[config.mk]
export PLATFORM = sky130hd
export DESIGN_NAME = fetch_sequencer
export DESIGN_NICKNAME = d
export VERILOG_FILES = /design/src/rtl/fetch_pkg.sv /design/src/rtl/fetch_next_pc.sv /design/src/rtl/fetch_sequencer.sv
export SDC_FILE = /design/constraint.sdc
export NUM_CORES = 1
export LEC_CHECK = 0
export CAP_MARGIN = 0
export CORE_MARGIN = 8
export CORE_UTILIZATION = 38
export DETAILED_ROUTE_END_ITERATION = 10
export PLACE_DENSITY = 0.74
export SYNTH_ARGS = -nofsm -noshare
export SYNTH_HDL_FRONTEND = slang
export SYNTH_SLANG_ARGS = --single-unit
[constraint.sdc]
create_clock -name clk -period 2.95 [get_ports clk]
set_input_delay 0.59 -clock clk [delete_from_list [all_inputs] [get_ports clk]]
set_output_delay 0.59 -clock clk [all_outputs]
set_load 0.01 [all_outputs]
[src/rtl/fetch_pkg.sv]
// Shared definitions for the instruction fetch sequencer.
// Holds the FSM state encoding and default widths/reset PC.
package fetch_pkg;

  localparam int DEF_ADDR_W   = 13;
  localparam int DEF_DATA_W   = 32;
  localparam int DEF_RESET_PC = 0;

  typedef enum logic [1:0] {
    S_IDLE  = 2'd0,
    S_WAIT  = 2'd1,
    S_ISSUE = 2'd2,
    S_DONE  = 2'd3
  } fetch_state_t;

endpackage

[src/rtl/fetch_next_pc.sv]
// Next-PC select (halt > redirect > increment) and end-of-program test.
// The compare is one bit wider than the PC so pc=max+1 never wraps to 0.
module fetch_next_pc
  import fetch_pkg::*;
#(
  parameter int ADDR_W = DEF_ADDR_W
) (
  input  logic [ADDR_W-1:0] pc,
  input  logic              halt_req,
  input  logic              redirect_valid,
  input  logic [ADDR_W-1:0] redirect_pc,
  input  logic [ADDR_W:0]   size,
  output logic [ADDR_W-1:0] next_pc,
  output logic              done
);

  logic [ADDR_W:0] target;

  always_comb begin
    target = {1'b0, pc} + 1'b1;
    if (redirect_valid) begin
      target = {1'b0, redirect_pc};
    end
    next_pc = target[ADDR_W-1:0];
    done    = halt_req || (target >= size);
  end

endmodule

[src/rtl/fetch_sequencer.sv]
// Instruction fetch FSM: IDLE -> WAIT -> ISSUE -> ... -> DONE.
// Define FETCH_RETIRE_COUNT_EN to add the retired_count output.
module fetch_sequencer
  import fetch_pkg::*;
#(
  parameter int ADDR_W   = DEF_ADDR_W,
  parameter int DATA_W   = DEF_DATA_W,
  parameter int RESET_PC = DEF_RESET_PC
) (
  input  logic              clk,
  input  logic              rst,
  input  logic              start,
  input  logic [ADDR_W:0]   prog_size,
  output logic              imem_req,
  output logic [ADDR_W-1:0] imem_addr,
  input  logic              imem_valid,
  input  logic [DATA_W-1:0] imem_rdata,
  output logic [DATA_W-1:0] instr,
  output logic              instr_valid,
  input  logic              stall,
  input  logic              redirect_valid,
  input  logic [ADDR_W-1:0] redirect_pc,
  input  logic              halt_req,
  output logic [ADDR_W-1:0] pc,
  output logic              end_program,
  output logic [1:0]        state
`ifdef FETCH_RETIRE_COUNT_EN
  ,
  output logic [31:0]       retired_count
`endif
);

  localparam logic [ADDR_W-1:0] PC0 = ADDR_W'(RESET_PC);

  fetch_state_t      st, st_n;
  logic [ADDR_W:0]   size, size_n;
  logic [ADDR_W-1:0] pc_n, next_pc;
  logic [DATA_W-1:0] instr_n;
  logic              req_n, valid_n, end_n;
  logic              accept, done;

  fetch_next_pc #(.ADDR_W(ADDR_W)) u_next_pc (
    .pc             (pc),
    .halt_req       (halt_req),
    .redirect_valid (redirect_valid),
    .redirect_pc    (redirect_pc),
    .size           (size),
    .next_pc        (next_pc),
    .done           (done)
  );

  assign imem_addr = pc;
  assign state     = st;

  always_ff @(posedge clk) begin
    if (rst) begin
      st          <= S_IDLE;
      pc          <= PC0;
      size        <= '0;
      imem_req    <= 1'b0;
      instr       <= '0;
      instr_valid <= 1'b0;
      end_program <= 1'b0;
    end else begin
      st          <= st_n;
      pc          <= pc_n;
      size        <= size_n;
      imem_req    <= req_n;
      instr       <= instr_n;
      instr_valid <= valid_n;
      end_program <= end_n;
    end
  end

  always_comb begin
    st_n    = st;
    pc_n    = pc;
    size_n  = size;
    req_n   = imem_req;
    instr_n = instr;
    valid_n = instr_valid;
    end_n   = end_program;
    accept  = 1'b0;
    unique case (st)
      S_IDLE: begin
        if (start) begin
          if (prog_size == '0) begin
            st_n  = S_DONE;
            end_n = 1'b1;
          end else begin
            size_n = prog_size;
            req_n  = 1'b1;
            st_n   = S_WAIT;
          end
        end
      end
      S_WAIT: begin
        if (imem_valid) begin
          instr_n = imem_rdata;
          valid_n = 1'b1;
          req_n   = 1'b0;
          st_n    = S_ISSUE;
        end
      end
      S_ISSUE: begin
        if (!stall) begin
          accept  = 1'b1;
          valid_n = 1'b0;
          if (done) begin
            end_n = 1'b1;
            st_n  = S_DONE;
          end else begin
            pc_n  = next_pc;
            req_n = 1'b1;
            st_n  = S_WAIT;
          end
        end
      end
      S_DONE: begin
        end_n   = 1'b1;
        req_n   = 1'b0;
        valid_n = 1'b0;
      end
      default: st_n = S_IDLE;
    endcase
  end

`ifdef FETCH_RETIRE_COUNT_EN
  // Saturating count of instructions accepted by decode.
  always_ff @(posedge clk) begin
    if (rst) begin
      retired_count <= '0;
    end else if (accept && retired_count != 32'hFFFF_FFFF) begin
      retired_count <= retired_count + 32'd1;
    end
  end
`endif

endmodule
==> impl_metrics.py, run 1 <==
metrics = {
    "run_status": {
        "status": "finished with violations",
        "violations": "setup timing",
    },
    "synth": {
        "ys_seq_area_frac": 0.3934,
        "syn_nets": 484,
        "dominantRegCellSynth": "dfxtp_1",
        "ys_types": 35,
        "ys_warn_count": 0,
        "syn_area_um2": 3257,
        "synthCells": 395,
        "async_reset_ff_frac": 0,
        "synth_edf_count": 0,
        "postSynthAreaPerCell_um2": 8.245,
        "ys_ff_latch": 64,
    },
    "placed_design": {
        "placed_area_um2": 4711,
        "gp_congestion": 0.8995,
        "dp_hpwl_um": 7883,
        "port_buffers": 128,
        "dpl_worst_slack_ns": -0.3682,
    },
    "floorplanning": {
        "die_h_um": 108.6,
        "num_rows": 33,
        "io_pins": 129,
        "die_area_um2": 11790,
        "core_um2": 8258,
        "start_util": 0.3944,
        "die_x_um": 108.6,
    },
    "cells_and_area": {
        "fin_area_um2": 5050,
        "seqCellArea_um2": 1294,
        "fin_nets": 621,
        "multi_input_area_um2": 1810,
        "n_antenna_cell": 0,
        "final_cell_mix": "clkdlybuf4s50_1, nand2_1, dfxtp_1",
        "final_common_cell": "clkdlybuf4s50_1",
        "drive_gt1_frac": 0.1359,
        "area_growth_pct": 55.05,
        "fillers": 738,
        "final_util": 0.6115,
    },
    "global_routing": {
        "grt_usage": 0.1714,
        "grt_max_degree": 39,
        "grt_pass1_wl_um": 16010,
        "use_met3": 0.09875,
        "grt-ovfl-total": 0,
        "grt_use_met1": 0.1822,
        "grt_antenna_before_repair": 0,
        "grt_pass1_vias": 3385,
        "met2_usage": 0.2781,
        "top_usage_layer": "met2",
    },
    "cts": {
        "clk_pin_slew_ns": 0.07,
        "cts_buffers": 9,
        "clk_latency_ns": 0.33,
        "htreeDepth": 3,
        "cts_root_buffer": "clkbuf_8",
        "cts_hold_buf": 0,
        "cts_sinks": 64,
        "cts_buffer_depth": 2,
        "cts_tree": "built",
    },
    "worst_setup_path": {
        "crit_fanout": 7,
        "crit_arrival_ns": 3.22,
        "critPathLaunchType": "register",
        "cp-end-kind": "register",
        "cp.required_ns": 3.14,
        "crit_type": "register to register",
    },
    "routing": {
        "dr.pass1.iters": 4,
        "viasPerCell": 5.047,
        "drtAntennaViolNets": 0,
        "drc": 0,
        "vias": 3240,
        "wl_per_cell_um": 16.36,
        "wirelength_um": 10500,
        "drtIter0Drc": 76,
    },
    "sta": {
        "worst_pin_slew_ns": 0.7364,
        "hold_slack_ns": 0.4532,
        "setup_ws_ns": -0.07611,
        "finalSetupViolCount": 12,
        "fin_crit_sh": 1.026,
        "tns_ns": -0.3895,
        "relSlewSlack": 0.5091,
        "drv_slew": 0,
        "period_minus_slack_ns": 3.026,
        "finClkSkew_ns": 0.01016,
        "rsz0062_at_grt": "yes",
        "fmax_mhz": 330.5,
        "hold_viol": 0,
    },
    "hold_path": {
        "hold_path_class": "register to register",
    },
    "flow_run": {
        "max_cap_viol_count": 0,
    },
    "power": {
        "ir_drop_uv": 241.4,
        "leakage_nw": 2.029,
        "power_density_nw_per_um2": 456.4,
    },
}
-- through the flow --
step	total power [mW]	std cells
after CTS	2.305	638
after global routing	2.427	642
after floorplan	1.286	395
after detailed placement	1.570	622
final	2.305	642
after global placement	1.552	622
-- worst paths after layout --
kind / from / endpoint / slack [ns] / cells after the start
min reg2reg: instr[11] / instr[11] / 0.45 / 2
max: imem_addr[1] / imem_addr[11] / -0.08 / 13
max reg2reg: imem_addr[1] / imem_addr[11] / -0.08 / 13
min: instr[11] / instr[11] / 0.45 / 2
-- routing by layer --
| layer | up-vias | wire [µm] |
|---|---|---|
| met3 | 20 | 1326 |
| met1 | 1506 | 4120 |
| met4 | 0 | 225 |
| met2 | 127 | 4828 |
| li1 | 1587 | - |
| met5 | - | 0 |
-- synthesized netlist by cell type, types with 5 or more instances --
cell | number | area [µm²]
nand3_1 | 5 | 25.02
buf_4 | 14 | 105.1
xor2_1 | 9 | 78.83
nand2_1 | 84 | 315.3
nor2_1 | 33 | 123.9
o21ai_0 | 13 | 65.06
dfxtp_1 | 64 | 1281
inv_1 | 20 | 75.07
a21oi_1 | 41 | 205.2
ha_1 | 23 | 287.8
nand4_1 | 8 | 50.05
mux2i_1 | 28 | 280.3
clkbuf_1 | 18 | 67.56
-- logic make-up (layout without fill, tap and decap cells) --
group           after synthesis  count (layout)  synth area share
buf+inv                      54             196           0.08067
fa+ha+maj                    23              23           0.08836
flops                        64              64            0.3934
simple gates                145             145            0.1940
compound gates               66              66            0.1141
xor+xnor                     11              11           0.02958
mux                          32              32           0.09988
-- state kept, by name, indices dropped and copies added, names as in the netlist --
register and cells:
instr 32, imem_addr 13, state 2, end_program 1
size 14, instr_valid 1, imem_req 1
-- layout make-up --
class                   instances  area share
multi-input cells             277      0.3585
repair buffers                160      0.3070
flip-flops and latches         64      0.2562
clock buffers                  11     0.02602
well taps                     105     0.02602
inverters                      20     0.01487
clock inverters                 5     0.01140
-- worst max-delay path, cell delays in order (launching register included) --
cell and delay (ns):
dfxtp_4 0.38, and2_1 0.24, nand4_1 0.22, xor2_1 0.20, o21ai_1 0.20, ha_1 0.29
a21oi_1 0.23, o221ai_2 0.15, a21oi_2 0.17, buf_4 0.14, o2111ai_4 0.18, buf_12 0.22
mux2i_1 0.20, nor2_1 0.06
-- power by group --
group | internal [mW] | switching, mW
combinational | 0.310 | 0.294
clock | 0.391 | 0.339
sequential | 0.930 | 0.0405
-- repair_timing --
item | 4_1_cts | 5_1_grt
resized for setup | 5 | 25
pin swaps | 1 | 10
endpoints found under the setup margin | 14 | 14
cloned | 0 | 2
buffers inserted | 0 | 2
(Power assumes the default switching activity.)
==> run 2, diff against run 1 <==
- CTS_CLUSTER_SIZE: unset -> 25
==> results of run 2 <==
Same layout as run 1: the final DEF is identical, and so are final timing and power.
==> run 3, diff against run 2 <==
- TNS_END_PERCENT: unset -> 20
==> run 3 against run 2 <==
Net effect: the flow still finishes with violations (setup timing); critical path type unchanged; clock skew is 0.00082 ns higher; sequential share of layout area shrank 0.13 points; sequential power about the same; cell area rose by 0.52%; highest routed layer unchanged; flip-flop and latch count stayed put; register-to-register slack better by 0.05 ns; via count shrank 0.80%; first-iteration DRC count up 45%; routed wire length down 1.9%; clock power grew 25%.
==> impl_metrics.py, run 3 (same netlist as run 1, synthesis figures left out) <==
metrics = {
    "run_status": {
        "status": "finished with violations",
        "violations": "setup timing",
    },
    "cts": {
        "cts_sinks": 64,
        "cts_buffers": 9,
        "cts_tree": "built",
        "clk_pin_slew_ns": 0.08,
        "clk_latency_ns": 0.34,
        "cts_root_buffer": "clkbuf_8",
        "cts_buffer_depth": 2,
        "cts_hold_buf": 0,
        "htreeDepth": 3,
    },
    "global_routing": {
        "use_met3": 0.08804,
        "grt_max_degree": 35,
        "grt_usage": 0.1722,
        "grt-ovfl-total": 0,
        "grt_antenna_before_repair": 0,
        "met2_usage": 0.2838,
        "grt_pass1_vias": 3261,
        "grt_pass1_wl_um": 16050,
        "grt_use_met1": 0.1847,
        "top_usage_layer": "met2",
    },
    "placed_design": {
        "dp_hpwl_um": 7516,
        "gp_congestion": 0.8488,
        "placed_area_um2": 4703,
        "port_buffers": 128,
    },
    "routing": {
        "dr.pass1.iters": 5,
        "drc": 0,
        "wl_per_cell_um": 16.13,
        "viasPerCell": 5.030,
        "drtAntennaViolNets": 0,
        "wirelength_um": 10310,
        "drtIter0Drc": 110,
        "vias": 3214,
    },
    "worst_setup_path": {
        "crit_fanout": 7,
        "cp-end-kind": "register",
        "crit_arrival_ns": 3.17,
        "crit_path_cell_trace": "ha_4 -> and2_4 -> nand4_1 -> xnor2_1 -> mux2_4 -> ha_4 -> nand4_1 -> nor2_2 -> buf_4 -> a21oi_2 -> buf_4 -> o2111ai_4 -> buf_12 -> mux2i_1 -> nor2_1",
        "cp_slowest_cell": "dfxtp_4",
        "cp.required_ns": 3.15,
        "critPathMaxStageDelay_ns": 0.38,
        "crit_type": "register to register",
        "critPathLaunchType": "register",
    },
    "floorplanning": {
        "num_rows": 33,
        "core_um2": 8258,
        "start_util": 0.3944,
        "die_x_um": 108.6,
        "io_pins": 129,
        "die_area_um2": 11790,
        "die_h_um": 108.6,
    },
    "sta": {
        "hold_slack_ns": 0.4536,
        "fmax_mhz": 336.3,
        "finalSetupViolCount": 1,
        "finClkSkew_ns": 0.01098,
        "relSlewSlack": 0.5512,
        "period_minus_slack_ns": 2.973,
        "worst_pin_slew_ns": 0.6732,
        "fin_crit_sh": 1.008,
        "hold_viol": 0,
        "setup_ws_ns": -0.02323,
        "rsz0062_at_grt": "yes",
        "drv_slew": 0,
    },
    "cells_and_area": {
        "n_antenna_cell": 0,
        "largest_reg_flops": 32,
        "final_common_cell": "clkdlybuf4s50_1",
        "fin_nets": 618,
        "area_growth_pct": 55.86,
        "fin_area_um2": 5076,
        "final_cell_mix": "clkdlybuf4s50_1, nand2_1, dfxtp_1",
        "largest-register": "instr",
        "drive_gt1_frac": 0.1348,
    },
    "power": {
        "ir_drop_uv": 353.2,
        "power_density_nw_per_um2": 489.2,
        "leakage_nw": 2.042,
    },
    "hold_path": {
        "hold_path_class": "register to register",
    },
    "flow_run": {
        "max_cap_viol_count": 0,
    },
}
-- run 3: power breakdown --
group / internal [mW] / switching (mW)
clock network: 0.559 / 0.355
registers: 0.930 / 0.0407
logic: 0.313 / 0.286
-- run 3: layout make-up --
cell class	count	area, µm²
fill	700	3182
clock inverter	6	107.6
timing repair buffer	157	1540
clock buffer	10	127.6
inverter	20	75.07
sequential	64	1294
multi-input combinational	277	1800
tap	105	131.4
-- run 3: worst paths after layout --
check            endpoint    startpoint  slack, ns  cells after the start
max          imem_addr[7]  imem_addr[0]      -0.02                     15
min             instr[28]     instr[28]       0.45                      2
min reg2reg     instr[28]     instr[28]       0.45                      2
max reg2reg  imem_addr[7]  imem_addr[0]      -0.02                     15
-- run 3: critical path: cells and delay by family (launching register included) --
family	cells	cell delay (ns)
simple gates	5	0.66
mux	2	0.56
buf+inv	3	0.46
fa+ha+maj	2	0.41
flops	1	0.38
xor+xnor	1	0.20
compound gates	2	0.18
-- run 3: per-stage QoR --
| step | total power, mW | TNS [ns] | cells | utilization | worst slack [ns] |
|---|---|---|---|---|---|
| 6_report | 2.483 | -0.02323 | 639 | 0.6147 | -0.02323 |
| 5_1_grt | 2.607 | -0.7028 | 639 | 0.6147 | -0.08784 |
| 4_1_cts | 2.478 | -0.0001890 | 636 | 0.5992 | -0.0001890 |
| 3_5_place_dp | 1.562 | -3.035 | 620 | 0.5695 | -0.3416 |
| 3_3_place_gp | 1.550 | -2.028 | 620 | 0.5695 | -0.2387 |
| 2_1_floorplan | 1.286 | -0.08596 | 395 | - | -0.08596 |
-- run 3: routing by layer --
metal	part of all wire	routed length [µm]	vias up
met3	0.12	1239	15
li1	-	-	1575
met5	0	0	-
met1	0.40	4168	1487
met2	0.46	4712	137
met4	0.018	186	0
-- run 3: repair_timing --
item	4_1_cts	5_1_grt
pin swaps	1	10
gates cloned	0	1
endpoints found under the setup margin	3	16
resized for setup	6	25
setup buffers	0	2
